[src/rtl/lattice_frame_renderer_if.sv]
// Bundle between the frame renderer, the lattice core read port and the VGA frame buffer write port.
// The renderer takes the master modport; the core/frame-buffer side takes slave.
interface lattice_frame_renderer_if;
  logic        start;
  logic [11:0] index;
  logic [6:0]  data;
  logic [18:0] wr_addr;
  logic [6:0]  wr_data;
  logic        wr_en;
  logic        busy;
  logic        done;
  logic [15:0] frame_cnt;

  modport master (
    input  start, data,
    output index, wr_addr, wr_data, wr_en, busy, done, frame_cnt
  );

  modport slave (
    output start, data,
    input  index, wr_addr, wr_data, wr_en, busy, done, frame_cnt
  );
endinterface

[src/rtl/lattice_frame_renderer.sv]
// Scans every lattice node once per start pulse and paints it as a CELL_PX square into the frame buffer.
// Optional feature: define DRAW_GRID_LINES_EN to paint the top/left pixel row/column of each cell as grid lines.
module lattice_frame_renderer #(
  parameter int GRID_W   = 50,
  parameter int GRID_H   = 50,
  parameter int CELL_PX  = 8,
  parameter int SCREEN_W = 640,
  parameter int X_OFF    = 0,
  parameter int Y_OFF    = 0
) (
  input  logic                       clk_50,
  input  logic                       reset,
  lattice_frame_renderer_if.master   bus
);

  localparam int CW = (GRID_W  > 1) ? $clog2(GRID_W)  : 1;
  localparam int RW = (GRID_H  > 1) ? $clog2(GRID_H)  : 1;
  localparam int PW = (CELL_PX > 1) ? $clog2(CELL_PX) : 1;

  localparam logic [CW-1:0] COL_LAST    = CW'(GRID_W - 1);
  localparam logic [RW-1:0] ROW_LAST    = RW'(GRID_H - 1);
  localparam logic [PW-1:0] PX_LAST     = PW'(CELL_PX - 1);
  localparam logic [18:0]   PITCH       = 19'(SCREEN_W);
  localparam logic [18:0]   CELL_STEP_Y = 19'(CELL_PX * SCREEN_W);
  localparam logic [18:0]   CELL_STEP_X = 19'(CELL_PX);
  localparam logic [18:0]   Y_BASE0     = 19'(Y_OFF * SCREEN_W);
  localparam logic [18:0]   X_BASE0     = 19'(X_OFF);
  localparam logic [11:0]   GRID_STEP   = 12'(GRID_W);

  if (GRID_W < 1 || GRID_H < 1 || X_OFF < 0 || Y_OFF < 0 ||
      (CELL_PX != 1 && CELL_PX != 2 && CELL_PX != 4 && CELL_PX != 8) ||
      SCREEN_W > 640 || GRID_W * GRID_H > 4096 ||
      X_OFF + GRID_W * CELL_PX > SCREEN_W ||
      Y_OFF + GRID_H * CELL_PX > 480) begin : g_bad_cfg
    $error("lattice_frame_renderer: grid does not fit the 640x480 frame buffer");
  end

  typedef enum logic [1:0] {IDLE, FETCH, PAINT, DONE} state_t;

  state_t      state_q, state_d;
  logic [CW-1:0] col_q, col_d;
  logic [RW-1:0] row_q, row_d;
  logic [PW-1:0] px_q, px_d, py_q, py_d;
  logic [2:0]  pix_q, pix_d;
  logic [11:0] row_idx_q, row_idx_d;
  logic [18:0] cell_x_q, cell_x_d, cell_y_q, cell_y_d, line_q, line_d;
  logic [11:0] index_q, index_d;
  logic [18:0] wr_addr_q, wr_addr_d;
  logic [6:0]  wr_data_q, wr_data_d;
  logic        wr_en_q, wr_en_d;
  logic        busy_q, busy_d;
  logic        done_q, done_d;
  logic [15:0] frame_cnt_q, frame_cnt_d;

  logic          paint_n;
  logic [PW-1:0] px_n, py_n;
  logic [18:0]   line_n;
  logic [2:0]    dens_n;

  // Direction bits do not affect the colour.
  logic unused_dir;
  assign unused_dir = ^bus.data[6:3];

  function automatic logic [6:0] node_colour(input logic [2:0] dens);
    return (dens == 3'b111) ? 7'h7F : {dens, 4'b0000};
  endfunction

  always_comb begin
    state_d     = state_q;
    col_d       = col_q;
    row_d       = row_q;
    px_d        = px_q;
    py_d        = py_q;
    pix_d       = pix_q;
    row_idx_d   = row_idx_q;
    cell_x_d    = cell_x_q;
    cell_y_d    = cell_y_q;
    line_d      = line_q;
    index_d     = index_q;
    wr_addr_d   = wr_addr_q;
    wr_data_d   = wr_data_q;
    wr_en_d     = 1'b0;
    busy_d      = busy_q;
    done_d      = 1'b0;
    frame_cnt_d = frame_cnt_q;
    paint_n     = 1'b0;
    px_n        = '0;
    py_n        = '0;
    line_n      = line_q;
    dens_n      = pix_q;

    case (state_q)
      IDLE: begin
        if (bus.start) begin
          state_d   = FETCH;
          col_d     = '0;
          row_d     = '0;
          row_idx_d = '0;
          cell_x_d  = X_BASE0;
          cell_y_d  = Y_BASE0;
          index_d   = '0;
          busy_d    = 1'b1;
        end
      end
      FETCH: begin
        // The write issued on this edge already needs the colour, so use data directly.
        state_d = PAINT;
        pix_d   = bus.data[2:0];
        paint_n = 1'b1;
        line_n  = cell_y_q;
        dens_n  = bus.data[2:0];
      end
      PAINT: begin
        if (px_q != PX_LAST) begin
          paint_n = 1'b1;
          px_n    = px_q + 1'b1;
          py_n    = py_q;
        end else if (py_q != PX_LAST) begin
          paint_n = 1'b1;
          py_n    = py_q + 1'b1;
          line_n  = line_q + PITCH;
        end else if (col_q == COL_LAST && row_q == ROW_LAST) begin
          state_d     = DONE;
          busy_d      = 1'b0;
          done_d      = 1'b1;
          frame_cnt_d = frame_cnt_q + 16'd1;
        end else if (col_q == COL_LAST) begin
          state_d   = FETCH;
          col_d     = '0;
          row_d     = row_q + 1'b1;
          row_idx_d = row_idx_q + GRID_STEP;
          cell_x_d  = X_BASE0;
          cell_y_d  = cell_y_q + CELL_STEP_Y;
          index_d   = row_idx_q + GRID_STEP;
        end else begin
          state_d  = FETCH;
          col_d    = col_q + 1'b1;
          cell_x_d = cell_x_q + CELL_STEP_X;
          index_d  = row_idx_q + 12'(col_q) + 12'd1;
        end
      end
      DONE: begin
        state_d = IDLE;
      end
      default: state_d = IDLE;
    endcase

    if (paint_n) begin
      px_d      = px_n;
      py_d      = py_n;
      line_d    = line_n;
      wr_en_d   = 1'b1;
      wr_addr_d = line_n + cell_x_q + 19'(px_n);
      wr_data_d = node_colour(dens_n);
`ifdef DRAW_GRID_LINES_EN
      if (dens_n != 3'b111 && (px_n == '0 || py_n == '0))
        wr_data_d = 7'h01;
`endif
    end
  end

  always_ff @(posedge clk_50) begin
    if (reset) begin
      state_q     <= IDLE;
      col_q       <= '0;
      row_q       <= '0;
      px_q        <= '0;
      py_q        <= '0;
      pix_q       <= '0;
      row_idx_q   <= '0;
      cell_x_q    <= '0;
      cell_y_q    <= '0;
      line_q      <= '0;
      index_q     <= '0;
      wr_addr_q   <= '0;
      wr_data_q   <= '0;
      wr_en_q     <= 1'b0;
      busy_q      <= 1'b0;
      done_q      <= 1'b0;
      frame_cnt_q <= '0;
    end else begin
      state_q     <= state_d;
      col_q       <= col_d;
      row_q       <= row_d;
      px_q        <= px_d;
      py_q        <= py_d;
      pix_q       <= pix_d;
      row_idx_q   <= row_idx_d;
      cell_x_q    <= cell_x_d;
      cell_y_q    <= cell_y_d;
      line_q      <= line_d;
      index_q     <= index_d;
      wr_addr_q   <= wr_addr_d;
      wr_data_q   <= wr_data_d;
      wr_en_q     <= wr_en_d;
      busy_q      <= busy_d;
      done_q      <= done_d;
      frame_cnt_q <= frame_cnt_d;
    end
  end

  assign bus.index     = index_q;
  assign bus.wr_addr   = wr_addr_q;
  assign bus.wr_data   = wr_data_q;
  assign bus.wr_en     = wr_en_q;
  assign bus.busy      = busy_q;
  assign bus.done      = done_q;
  assign bus.frame_cnt = frame_cnt_q;

endmodule

[src/flat_wrapper.sv]
// flat-port wrapper written by rule: the top's interface ports become plain ports
module lattice_frame_renderer_flat 
#(
  parameter int GRID_W   = 50,
  parameter int GRID_H   = 50,
  parameter int CELL_PX  = 8,
  parameter int SCREEN_W = 640,
  parameter int X_OFF    = 0,
  parameter int Y_OFF    = 0
)
  (clk_50, reset, bus_start, bus_data, bus_index, bus_wr_addr, bus_wr_data, bus_wr_en, bus_busy, bus_done, bus_frame_cnt);
  lattice_frame_renderer_if bus_i ();
  input  logic clk_50;
  input  logic reset;
  input wire logic [$bits(bus_i.start)-1:0] bus_start;
  input wire logic [$bits(bus_i.data)-1:0] bus_data;
  output wire logic [$bits(bus_i.index)-1:0] bus_index;
  output wire logic [$bits(bus_i.wr_addr)-1:0] bus_wr_addr;
  output wire logic [$bits(bus_i.wr_data)-1:0] bus_wr_data;
  output wire logic [$bits(bus_i.wr_en)-1:0] bus_wr_en;
  output wire logic [$bits(bus_i.busy)-1:0] bus_busy;
  output wire logic [$bits(bus_i.done)-1:0] bus_done;
  output wire logic [$bits(bus_i.frame_cnt)-1:0] bus_frame_cnt;
  assign bus_i.start = bus_start;
  assign bus_i.data = bus_data;
  assign bus_index = bus_i.index;
  assign bus_wr_addr = bus_i.wr_addr;
  assign bus_wr_data = bus_i.wr_data;
  assign bus_wr_en = bus_i.wr_en;
  assign bus_busy = bus_i.busy;
  assign bus_done = bus_i.done;
  assign bus_frame_cnt = bus_i.frame_cnt;
  lattice_frame_renderer #(.GRID_W(GRID_W), .GRID_H(GRID_H), .CELL_PX(CELL_PX), .SCREEN_W(SCREEN_W), .X_OFF(X_OFF), .Y_OFF(Y_OFF)) u_core (.clk_50(clk_50), .reset(reset), .bus(bus_i));
endmodule
[config.mk]
export PLATFORM = sky130hd
export DESIGN_NAME = lattice_frame_renderer_flat
export DESIGN_NICKNAME = d
export VERILOG_FILES = /design/src/rtl/lattice_frame_renderer_if.sv /design/src/rtl/lattice_frame_renderer.sv /design/src/flat_wrapper.sv
export SDC_FILE = /design/constraint.sdc
export NUM_CORES = 1
export LEC_CHECK = 0
export CAP_MARGIN = 10
export CORE_MARGIN = 10
export CORE_UTILIZATION = 30
export DETAILED_ROUTE_END_ITERATION = 7
export PLACE_DENSITY = 0.5
export SYNTH_ARGS = -nofsm -noshare
export SYNTH_HDL_FRONTEND = slang
export SYNTH_SLANG_ARGS = --single-unit
[constraint.sdc]
create_clock -name clk_50 -period 3.4 [get_ports clk_50]
set_input_delay 0.68 -clock clk_50 [delete_from_list [all_inputs] [get_ports clk_50]]
set_output_delay 0.68 -clock clk_50 [all_outputs]
set_load 0.02 [all_outputs]
==> impl_table.tex, run 1 <==
\begin{tabular}{lr}
\hline
Metric & Value \\
\hline
\multicolumn{2}{l}{\textbf{Finish}} \\
Area growth from synthesis to layout & 30.7\% \\
Number of standard cells in the layout, taps in and fillers out & $\sim$1400 \\
Final cell utilization of the core & 0.399 \\
Number of inserted diodes & 0 \\
Share of layout cells above drive strength 1 & 0.183 \\
Final instance area & 0.00973 mm\^{}2 \\
\# nets final & 1085 \\
\multicolumn{2}{l}{\textbf{Setup path}} \\
Largest incremental delay on the critical path & roughly 0.4 ns \\
Cells on worst reg2reg path & 16 \\
Reg2Reg Setup Slack & $\sim$0.15 ns \\
Crit. path cell count & 16 \\
Reg2reg start & u\_core.px\_q[0] \\
CP max-delay cell & or4\_1 \\
Cell-by-cell trace of the critical path & ha\_1 -> ha\_2 -> nor2b\_2 -> nand2\_2 -> or3\_1 -> a21oi\_2 -> ha\_1 -> ha\_4 -> buf\_4 -> buf\_4 -> nand2\_1 -> o21ai\_2 -> or2\_4 -> a31oi\_2 -> or4\_1 -> nand3\_1 \\
Critical path launch point type & flip-flop \\
Required @ worst endpoint & approximately 3.8 ns \\
Buffers \& Inverters on Critical Path & 2 \\
Crit path arrival time & 3.61 ns \\
Crit-path max FO & 4 \\
Crit path capture type & flip-flop \\
CP top delay family & simple AND/OR/NAND/NOR gates \\
Worst setup path start & u\_core.px\_q[0] \\
Critical path start-end classification & reg -> reg \\
Last element of the critical path & u\_core.bus.wr\_addr[12] \\
Critical R2R Capture & u\_core.bus.wr\_addr[12] \\
\multicolumn{2}{l}{\textbf{Clock network}} \\
CTS Root Cell & clkbuf\_16 \\
Depth of the CTS H-tree & 4 \\
CTS tree & yes \\
Hold-fix buffers, CTS & 0 \\
Latest clock arrival within the worst-skew pair & about 0.42 ns \\
Number of sinks on the clock net & 132 \\
Clock transition at path regs & approximately 0.060 ns \\
Total CTS buffers & 17 \\
Maximum clock path buffer count & 2 \\
\multicolumn{2}{l}{\textbf{Synth}} \\
Flip-flop and latch count after synthesis & around 130 \\
Ys Warns & 0 \\
Synth top area cells & dfxtp\_1, ha\_1, nor2\_1 \\
Seq/Total Area, Yosys & 0.355 \\
Most used standard cell by instance count after synthesis & dfxtp\_1 \\
Share of the synthesized area in the top cell type & 0.355 \\
Synthesized Nets & between 900 and 1000 \\
Cells after synthesis & just under 900 \\
Synthesized cell area & between 0.007 and 0.008 mm\^{}2 \\
Count of flip-flops with a built-in enable after synthesis & 0 \\
Per-instance average area after synthesis & about 8.3 um\^{}2 \\
Unique cell type count in the Yosys netlist & 73 \\
Synth top cells by count & dfxtp\_1, nor2\_1, nand2\_1, a21oi\_1, ha\_1 \\
Dominant register cell in the synthesized netlist & dfxtp\_1 \\
Proportion of register bits with asynchronous set or reset after synthesis & 0 \\
Cell type with the highest aggregate area in the netlist & dfxtp\_1 \\
\multicolumn{2}{l}{\textbf{Global routing}} \\
Met1 layer usage reported by global route & 0.166 \\
Maximum number of pins on one net before global-route repair & 40 \\
Antenna violations before repair & 0 \\
Grt peak-use layer & met2 \\
Routing usage on met3 & 0.0280 \\
Overall track demand over capacity in global routing & 0.121 \\
Via count of the first global-routing pass & about 6100 \\
First-pass GRT wire length & between 30000 and 40000 um \\
Remaining global-route overflow & 0 \\
Met2 usage & 0.185 \\
\multicolumn{2}{l}{\textbf{Die}} \\
DIE WIDTH & roughly 180 um \\
Core region area & between 0.02 and 0.025 mm\^{}2 \\
Core Rows & 57 \\
Die extent in y & roughly 180 um \\
Number of placed I/O pins & 67 \\
Floorplan die area & roughly 0.032 mm\^{}2 \\
Effective utilization at floorplan & 0.305 \\
\multicolumn{2}{l}{\textbf{STA}} \\
FMAX & between 0.3 and 0.4 GHz \\
Setup-failing EPs final & 0 \\
Final-layout worst hold slack & 0.449 ns \\
Final-report max-slew violation count & 0 \\
Total count of hold-check failures in the final report & 0 \\
Share of the clock period used by the worst path & 0.956 \\
Relative slew slack & 0.502 \\
Minimum clock period after layout & approximately 3.3 ns \\
Setup TNS Final & 0 ns \\
Post-Route Skew & approximately 0.01 ns \\
Least-Margin Pin Slew & 0.745 ns \\
\multicolumn{2}{l}{\textbf{Drt}} \\
Count of TritonRoute iterations in the first routing pass & 4 \\
Vias per std cell & between 4 and 5 \\
Number of DRC violations after detailed-routing iteration 0 & between 200 and 300 \\
Routed Antenna Nets & 0 \\
Via total after detailed routing & approximately 6600 \\
DRC & 0 \\
Wire per inst & roughly 14 um \\
Total Wirelength & just under 20000 um \\
\multicolumn{2}{l}{\textbf{Placed design}} \\
Number of input and output port buffers inserted & slightly above 60 \\
Dpl cell area & between 0.008 and 0.009 mm\^{}2 \\
Half-perimeter wire length after placement & 14000 um \\
Placed instance count & between 1000 and 1500 \\
Routability-driven placement congestion ratio & slightly below 0.8 \\
\multicolumn{2}{l}{\textbf{Status}} \\
Result of the run & finished clean \\
\multicolumn{2}{l}{\textbf{Power and ir drop}} \\
Power per cell area & between 500 and 600 mW/mm\^{}2 \\
Max IR drop VDD & 0.333 mV \\
Static leakage & between 3 and 4 nW \\
\multicolumn{2}{l}{\textbf{Job}} \\
Max Cap Violations & 0 \\
\multicolumn{2}{l}{\textbf{Min path}} \\
Worst min path class & reg -> reg \\
\hline
\end{tabular}
registers in the layout (all words and copies together) (netlist names), 4 cells and up:
name                  cells
u_core.bus.wr_addr       19
u_core.line_q            19
u_core.bus.frame_cnt     16
u_core.cell_x_q          16
u_core.bus.index         12
u_core.row_idx_q         11
u_core.cell_y_q           9
u_core.col_q              6
u_core.row_q              6
u_core.bus.wr_data        4
metrics by stage:
stage,setup WS [ns],total power [mW]
floorplan,0.00612,2.50
global placement,-0.0762,3.06
detailed placement,-0.125,3.06
CTS,0.00355,4.94
global route,-0.0196,5.26
finish,0.149,4.98
area by class of cell:
| class | instances | area, um^2 |
|---|---|---|
| timing repair buffer | 146 | 1250 |
| fill | 2507 | 14700 |
| multi-input combinational | 706 | 4780 |
| clock buffer | 18 | 439 |
| clock inverter | 14 | 153 |
| sequential | 132 | 2650 |
| tap | 324 | 405 |
| inverter | 13 | 48.8 |
what timing repair did:
action                                  4_1_cts  5_1_grt
endpoints found under the setup margin        7       11
buffers inserted                              0        1
pin swaps                                     0       22
gates resized for setup                      12       45
worst reg2reg max path, stage by stage (launching register included):
cell and delay [ns]:
dfxtp_2 0.32, ha_1 0.14, ha_2 0.20, nor2b_2 0.17, nand2_2 0.08, or3_1 0.32
a21oi_2 0.17, ha_1 0.28, ha_4 0.29, buf_4 0.11, buf_4 0.11, nand2_1 0.09
o21ai_2 0.17, or2_4 0.16, a31oi_2 0.10, or4_1 0.40, nand3_1 0.07
where the power goes:
group / internal (mW) / switching [mW] / total [mW]
clock: 1.11 / 0.732 / 1.84
combinational: 0.621 / 0.826 / 1.45
sequential: 1.62 / 0.0704 / 1.69
total: 3.35 / 1.63 / 4.98
logic make-up after synthesis:
family | after synthesis | synth area share
and+or+nand+nor | 373 | 0.248
AOI/OAI and AO/OA | 200 | 0.174
DFF | 132 | 0.355
xor gates and xnor gates | 69 | 0.0822
adders and majority gates | 59 | 0.101
buffers and inverters | 56 | 0.0328
muxes | 5 | 0.00672
how the worst min path moves through the flow:
stage,from,to,cells after the start
2_1_floorplan,u_core.line_q[0],u_core.line_q[0],1
3_3_place_gp,u_core.line_q[6],u_core.line_q[6],1
3_5_place_dp,u_core.line_q[6],u_core.line_q[6],1
4_1_cts,u_core.line_q[5],u_core.line_q[5],1
5_1_grt,u_core.bus.wr_addr[5],u_core.bus.wr_addr[5],2
6_report,u_core.line_q[5],u_core.line_q[5],1
layout by cell type, fill, tap and decap left out, types with 12 or more instances in the layout:
cell type          n
buf_4             84
ha_1              47
dfxtp_1          129
o21ai_0           32
clkbuf_16         17
xor2_1            46
nor3_1            13
xnor2_1           21
inv_1             12
nor2_1           116
a21oi_1           72
nand4_1           12
and2_1            17
clkdlybuf4s50_1   61
nor2b_1           13
nand2_1           96
nand3_1           30
routing by layer:
| layer | share of wire | wire [um] |
|---|---|---|
| met5 | 0 | 0 |
| met4 | 0.011 | 214 |
| met3 | 0.030 | 570 |
| met2 | 0.44 | 8400 |
| met1 | 0.52 | 10100 |
Power figures use the tool's default switching activity.
==> run 2, diff against run 1 <==
--- a/config.mk
+++ b/config.mk
@@ -13,3 +13,4 @@
 export SYNTH_ARGS = -nofsm -noshare
 export SYNTH_HDL_FRONTEND = slang
 export SYNTH_SLANG_ARGS = --single-unit
+export TNS_END_PERCENT = 30
==> results of run 2 <==
No change in the layout: final DEF, timing and power equal those of run 1.
Among the figures that moved: number of gates resized after CTS 12 -> 10
